$ cat src/rtl/mm_input_cond.sv
// Input conditioner: 2-flop synchronizer plus per-bit debounce for {JOY_N, SW_N}.
// Define MM_INPUT_DEBOUNCE_EN to build the debounce counters; otherwise out follows s2 directly.
module mm_input_cond #(
  parameter int DB_CYCLES = 1190,
  parameter int CNT_W     = 16
) (
  input  logic       CLK,
  input  logic       RES,
  input  logic [7:0] JOY_N,
  input  logic [7:0] SW_N,
  output logic [7:0] PA,
  output logic [7:0] PB,
  output logic       CHG
);

  // A zero setting behaves like a one-cycle qualification window.
  localparam int              DB_EFF = (DB_CYCLES < 1) ? 1 : DB_CYCLES;
  localparam logic [CNT_W-1:0] LIMIT = CNT_W'(DB_EFF - 1);

  logic [15:0] raw;
  logic [15:0] s1_reg;
  logic [15:0] s2_reg;
  logic [15:0] out_reg;
  logic [15:0] out_next;
  logic        chg_reg;

  assign raw = {JOY_N, SW_N};

  always_ff @(posedge CLK) begin
    if (RES) begin
      s1_reg <= '1;
      s2_reg <= '1;
    end else begin
      s1_reg <= raw;
      s2_reg <= s1_reg;
    end
  end

`ifdef MM_INPUT_DEBOUNCE_EN
  genvar gi;
  generate
    for (gi = 0; gi < 16; gi++) begin : g_db
      logic [CNT_W-1:0] cnt_reg;
      logic [CNT_W-1:0] cnt_next;
      logic             differ;
      logic             at_limit;

      assign differ   = s2_reg[gi] ^ out_reg[gi];
      assign at_limit = (cnt_reg == LIMIT);
      // Any cycle where s2 agrees with out drops the count, so short glitches never accumulate.
      assign out_next[gi] = (differ && at_limit) ? s2_reg[gi] : out_reg[gi];
      assign cnt_next     = (differ && !at_limit) ? cnt_reg + 1'b1 : '0;

      always_ff @(posedge CLK) begin
        if (RES) begin
          cnt_reg <= '0;
        end else begin
          cnt_reg <= cnt_next;
        end
      end
    end
  endgenerate
`else
  logic [CNT_W-1:0] unused_limit;
  assign unused_limit = LIMIT;
  assign out_next     = s2_reg;
`endif

  // CHG is registered alongside out so it marks the first cycle the new value is visible.
  always_ff @(posedge CLK) begin
    if (RES) begin
      out_reg <= '1;
      chg_reg <= 1'b0;
    end else begin
      out_reg <= out_next;
      chg_reg <= |(out_next ^ out_reg);
    end
  end

  assign PA  = out_reg[15:8];
  assign PB  = out_reg[7:0];
  assign CHG = chg_reg;

endmodule

$ cat config.mk
export PLATFORM = sky130hd
export DESIGN_NAME = mm_input_cond
export DESIGN_NICKNAME = d
export VERILOG_FILES = /design/src/rtl/mm_input_cond.sv
export SDC_FILE = /design/constraint.sdc
export NUM_CORES = 1
export LEC_CHECK = 0
export BUFFER_PORTS_ARGS = -buffer_cell sky130_fd_sc_hd__buf_2
export CAP_MARGIN = 20
export CELL_PAD_IN_SITES_DETAIL_PLACEMENT = 1
export CELL_PAD_IN_SITES_GLOBAL_PLACEMENT = 1
export CORE_ASPECT_RATIO = 1.2
export CORE_MARGIN = 10
export CORE_UTILIZATION = 43
export DETAILED_ROUTE_END_ITERATION = 12
export PLACE_DENSITY = 0.86
export SETUP_SLACK_MARGIN = 0.15
export SLEW_MARGIN = 5
export SYNTH_ARGS = -nofsm -noshare
export SYNTH_HDL_FRONTEND = slang
export SYNTH_SLANG_ARGS = --single-unit
$ cat constraint.sdc
create_clock -name CLK -period 2.15 [get_ports CLK]
set_input_delay 0.215 -clock CLK [delete_from_list [all_inputs] [get_ports CLK]]
set_output_delay 0.215 -clock CLK [all_outputs]
set_load 0.005 [all_outputs]
---- Yosys cells after proc, flatten, opt, wreduce, memory -nomap -nowiden ----
Cells that the tools add are included.
word-level totals
  register bits after elaboration ......... 49
  ROM bits ................................ 0
  RAM bits ................................ 0
  memories kept ........................... 0
  bits of input ports ..................... 18
  bits in latches ......................... 0
  output and inout port bits .............. 17
cells by class
  multiplexer cells ....................... 0
  $lt $le $gt $ge ......................... 0
  shift operators ......................... 0
  $mul .................................... 0
  bitwise logic cells ..................... 1
  equal/unequal tests ..................... 0
  add/sub/neg operators ................... 0
  reductions and logical operators ........ 1
  divide/modulo/power cells ............... 0
operators by type and width
  cell               number
  $reduce_or A16 Y1  1
  $xor A16 B16 Y16   1

---- Logic depth before layout (Yosys ltp) ----
  depth in word-level cells ............... 2
  mapped depth ............................ 3
  depth with buffers taken out ............ 3

---- Worst setup path after synthesis ----
OpenSTA, ideal clock, no wires.
  kind .................................... register to register
  start point ............................. register out_reg[5]
  end point ............................... register chg_reg (netlist: CHG)
  arrival ................................. 0.837 ns
  clock period less this slack ............ 0.977 ns
  library setup time ...................... 0.140 ns
  slack ................................... 1.173 ns
  data required time ...................... 2.010 ns
  buffers on the path ..................... 0
  stages on the path, launching flop included .. 4
  cell sequence ........................... dfxtp_1 -> xor2_1 -> nor4_1 -> a41oi_1
between the ends
  word-level cells in the longest chain between the ends .. 2
ends and longest elaborated chain
  item                      RTL line  text
  start: declaration        23        logic [15:0] out_reg;
  start signal: assignment  75        out_reg <= out_next;
  $xor A16 B16 Y16          76        chg_reg <= |(out_next ^ out_reg);
  $reduce_or A16 Y1         76
  end signal: assignment    76
  end: declaration          25        logic chg_reg;
Every way passes these cells.
A chain may end at the register's enable or synchronous reset.

---- Final worst setup path ----
Ends and elaborated chain as after synthesis.

==> run metrics <==
status=completed; Psw=0.000319 W; commonest cells after routing, fill and taps aside=sky130_fd_sc_hd__dfxtp_1, sky130_fd_sc_hd__or2_2, sky130_fd_sc_hd__buf_2; overall global routing resource usage=9.12%; internal power summed over all cells=about 0.0012 W; maximum resistive drop on vdd=around 0.00055 V; gr ovfl total=0; number of nets in the layout=177; Post-CTS Hold Fix Bufs=0; met2 layer wire length in the routed design=1.26 mm; worst slew pin tran=roughly 580 ps; Max Freq=between 800 and 900 MHz; Post-Synthesis Net Count=about 140; largest fanout on the critical path=2; mean number of vias per cell=around 4.4; Seq cells post-synth=49; Netlist cell types=8; Inserted Clock Buffers=5; H-tree depth=2; part of the power in registers=between 60% and 70%; clock share of power=a little under a third; uppermost signal routing layer after detailed routing=met4; Worst-Skew Late Latency=roughly 300 ps; die outline area=slightly above 6000 sq um; placeable core region=about 3300 sq um; pin count of the biggest net entering global routing=50; register cell area after layout=between 900 and 1000 sq um; power per cell area=875 nW/um^2; number of antenna violations at the first check in global routing=0; startpoint type of the worst setup path=flop; simple-gate portion of the synthesized area=between 20% and 30%; Mean Syn Cell Area=approximately 12 sq um; RSZ-0062 raised after global routing=false; vias in the first global route=between 900 and 1000; routed wire length on met3=approximately 220 um; Syn-to-layout area delta=17.2%; Max Cap Violations=0; global-route wire length before repair=~4.4 mm; drt wl/cell=around 13 um; clock tree from TritonCTS=built; arrival time worst endpoint=between 1000 and 1500 ps; wire length the detailed router placed on met1=~1.1 mm; post-layout minimum cycle time=1170 ps; Seq/Total Area, Yosys=65.9%; Num Clock Sinks=~50; Critical Path RT=between 2000 and 2500 ps; clock root buffer=sky130_fd_sc_hd__clkbuf_8; portion of the clock cycle consumed by the worst path in the final layout=54.3%; area of combinational cells with multiple inputs=about 470 sq um; adder and majority cell fraction of the synthesized area=0%; DRC violation count after routing=0; capturing element type of the critical path=flop; max-slew violation count=0; buffers inserted during post-CTS setup optimization=0; setup total negative slack=0 ps; relative max-transition margin=roughly three fifths; Clock transition at path regs=80 ps; final RePlAce weighted congestion=roughly 0.66; Port Buffers=34; Post-Synth XOR/XNOR Area=a little under a tenth; number of antenna cells inserted=0; cell type contributing the most total cell area after synthesis=sky130_fd_sc_hd__dfxtp_1; Yosys warning count=0; die span in x=between 70 and 80 um; setup-violating endpoint count in the final report=0; number of violations reported at the end of detailed-routing iteration 0=15; Longest Clk Path Bufs=2; share of total power in combinational logic=about 5.6%; Final Hold Violating Endpoints=0; final wirelength=2.62 mm; HP Class=primary input to flop; 1st-pass router iterations=3; initial core utilization=44.6%; Compound-Gate Fraction of Synth Area=less than 1%; largest cells by area after synthesis=sky130_fd_sc_hd__dfxtp_1, sky130_fd_sc_hd__or2_2, sky130_fd_sc_hd__xor2_1, sky130_fd_sc_hd__nor4_1, sky130_fd_sc_hd__buf_6; Net Sw Frac=20.9%; Leak Pwr=roughly 0.69 nW; share of cells above drive strength 1=a little over half; vias post-DR=866; Finished Core Util=a little over half; Top-Level Pins=35; main combinational cell family by area after synthesis=simple AND/OR/NAND/NOR gates; Mapped Area=between 1000 and 1500 sq um; Gate Count Post-Synth=123; die span in y=84.5 um; largest clock skew in the final design=~3.3 ps; DRT antenna net count=0; top-area cell type share of the netlist area=around two thirds; most common cell after layout, fill and taps aside=sky130_fd_sc_hd__dfxtp_1; half-perimeter wire length after detailed placement=~2 mm; fillcell total=~380; critical path type=flop to flop; count of standard-cell rows=23; PostCTS Resize Cnt=0; multiplexer area fraction after synthesis=0%
-- through the flow --
step / cell area, sq um / hold WS [ps] / worst slack, ps / cells / total power [W]
global route: 1750 / 79.5 / 907 / 195 / 0.00160
CTS: 1750 / 77.7 / 927 / 195 / 0.00155
floorplan: 1490 / 312 / 1170 / 123 / 0.00103
detailed placement: 1670 / 395 / 942 / 189 / 0.00107
finish: 1750 / 93.2 / 983 / 195 / 0.00153
global placement: 1670 / 392 / 988 / 189 / 0.00106
-- critical path: stages (launching register included) --
cell	delay, ps
sky130_fd_sc_hd__dfxtp_1	320
sky130_fd_sc_hd__xor2_1	160
sky130_fd_sc_hd__nor4_1	370
sky130_fd_sc_hd__a41oi_1	160
-- path summary, 6_finish.rpt --
| path | from | end | slack, ps | depth (start not counted) |
|---|---|---|---|---|
| min | SW_N[7] | s1_reg[7] | 90 | 2 |
| max reg2reg | out_reg[5] | CHG | 980 | 3 |
| min reg2reg | s1_reg[6] | out_next[6] | 410 | 1 |
| max | out_reg[5] | CHG | 980 | 3 |
-- power groups by stage --
stage / registers [W] / logic (W) / clock network (W)
after floorplan: 0.000979 / 0.0000549 / 0
final: 0.000960 / 0.0000850 / 0.000482
after CTS: 0.000961 / 0.0000883 / 0.000502
after global routing: 0.000965 / 0.0000972 / 0.000539
after detailed placement: 0.000982 / 0.0000880 / 0
after global placement: 0.000979 / 0.0000833 / 0
-- layout make-up --
class                      instances  share of cell area [%]
timing repair buffer              34                    9.75
tap                               37                    2.65
multi-input combinational         69                    27.2
clock buffer                       5                    3.94
clock inverter                     1                   0.287
sequential                        49                    56.2
-- Yosys cell counts --
library cell / count
sky130_fd_sc_hd__dfxtp_1: 49
sky130_fd_sc_hd__or2_2: 45
sky130_fd_sc_hd__xor2_1: 16
sky130_fd_sc_hd__nor4_1: 4
sky130_fd_sc_hd__clkbuf_1: 3
sky130_fd_sc_hd__or2_1: 3
sky130_fd_sc_hd__buf_6: 2
sky130_fd_sc_hd__a41oi_1: 1
-- metal layers --
metal  up-vias  GRT usage, %
met2        26          13.9
met3         5          4.48
li1        444             -
met4         0          6.62
met5         -             0
met1       391          9.36
-- cell families (layout without fill, tap and decap cells) --
| logic type | count (synthesis) | in the layout |
|---|---|---|
| buffers and inverters | 5 | 40 |
| XOR/XNOR | 16 | 16 |
| AND/OR/NAND/NOR | 52 | 52 |
| flip-flops | 49 | 49 |
| AO/OA/AOI/OAI | 1 | 1 |
Power figures use the tool's default switching activity.
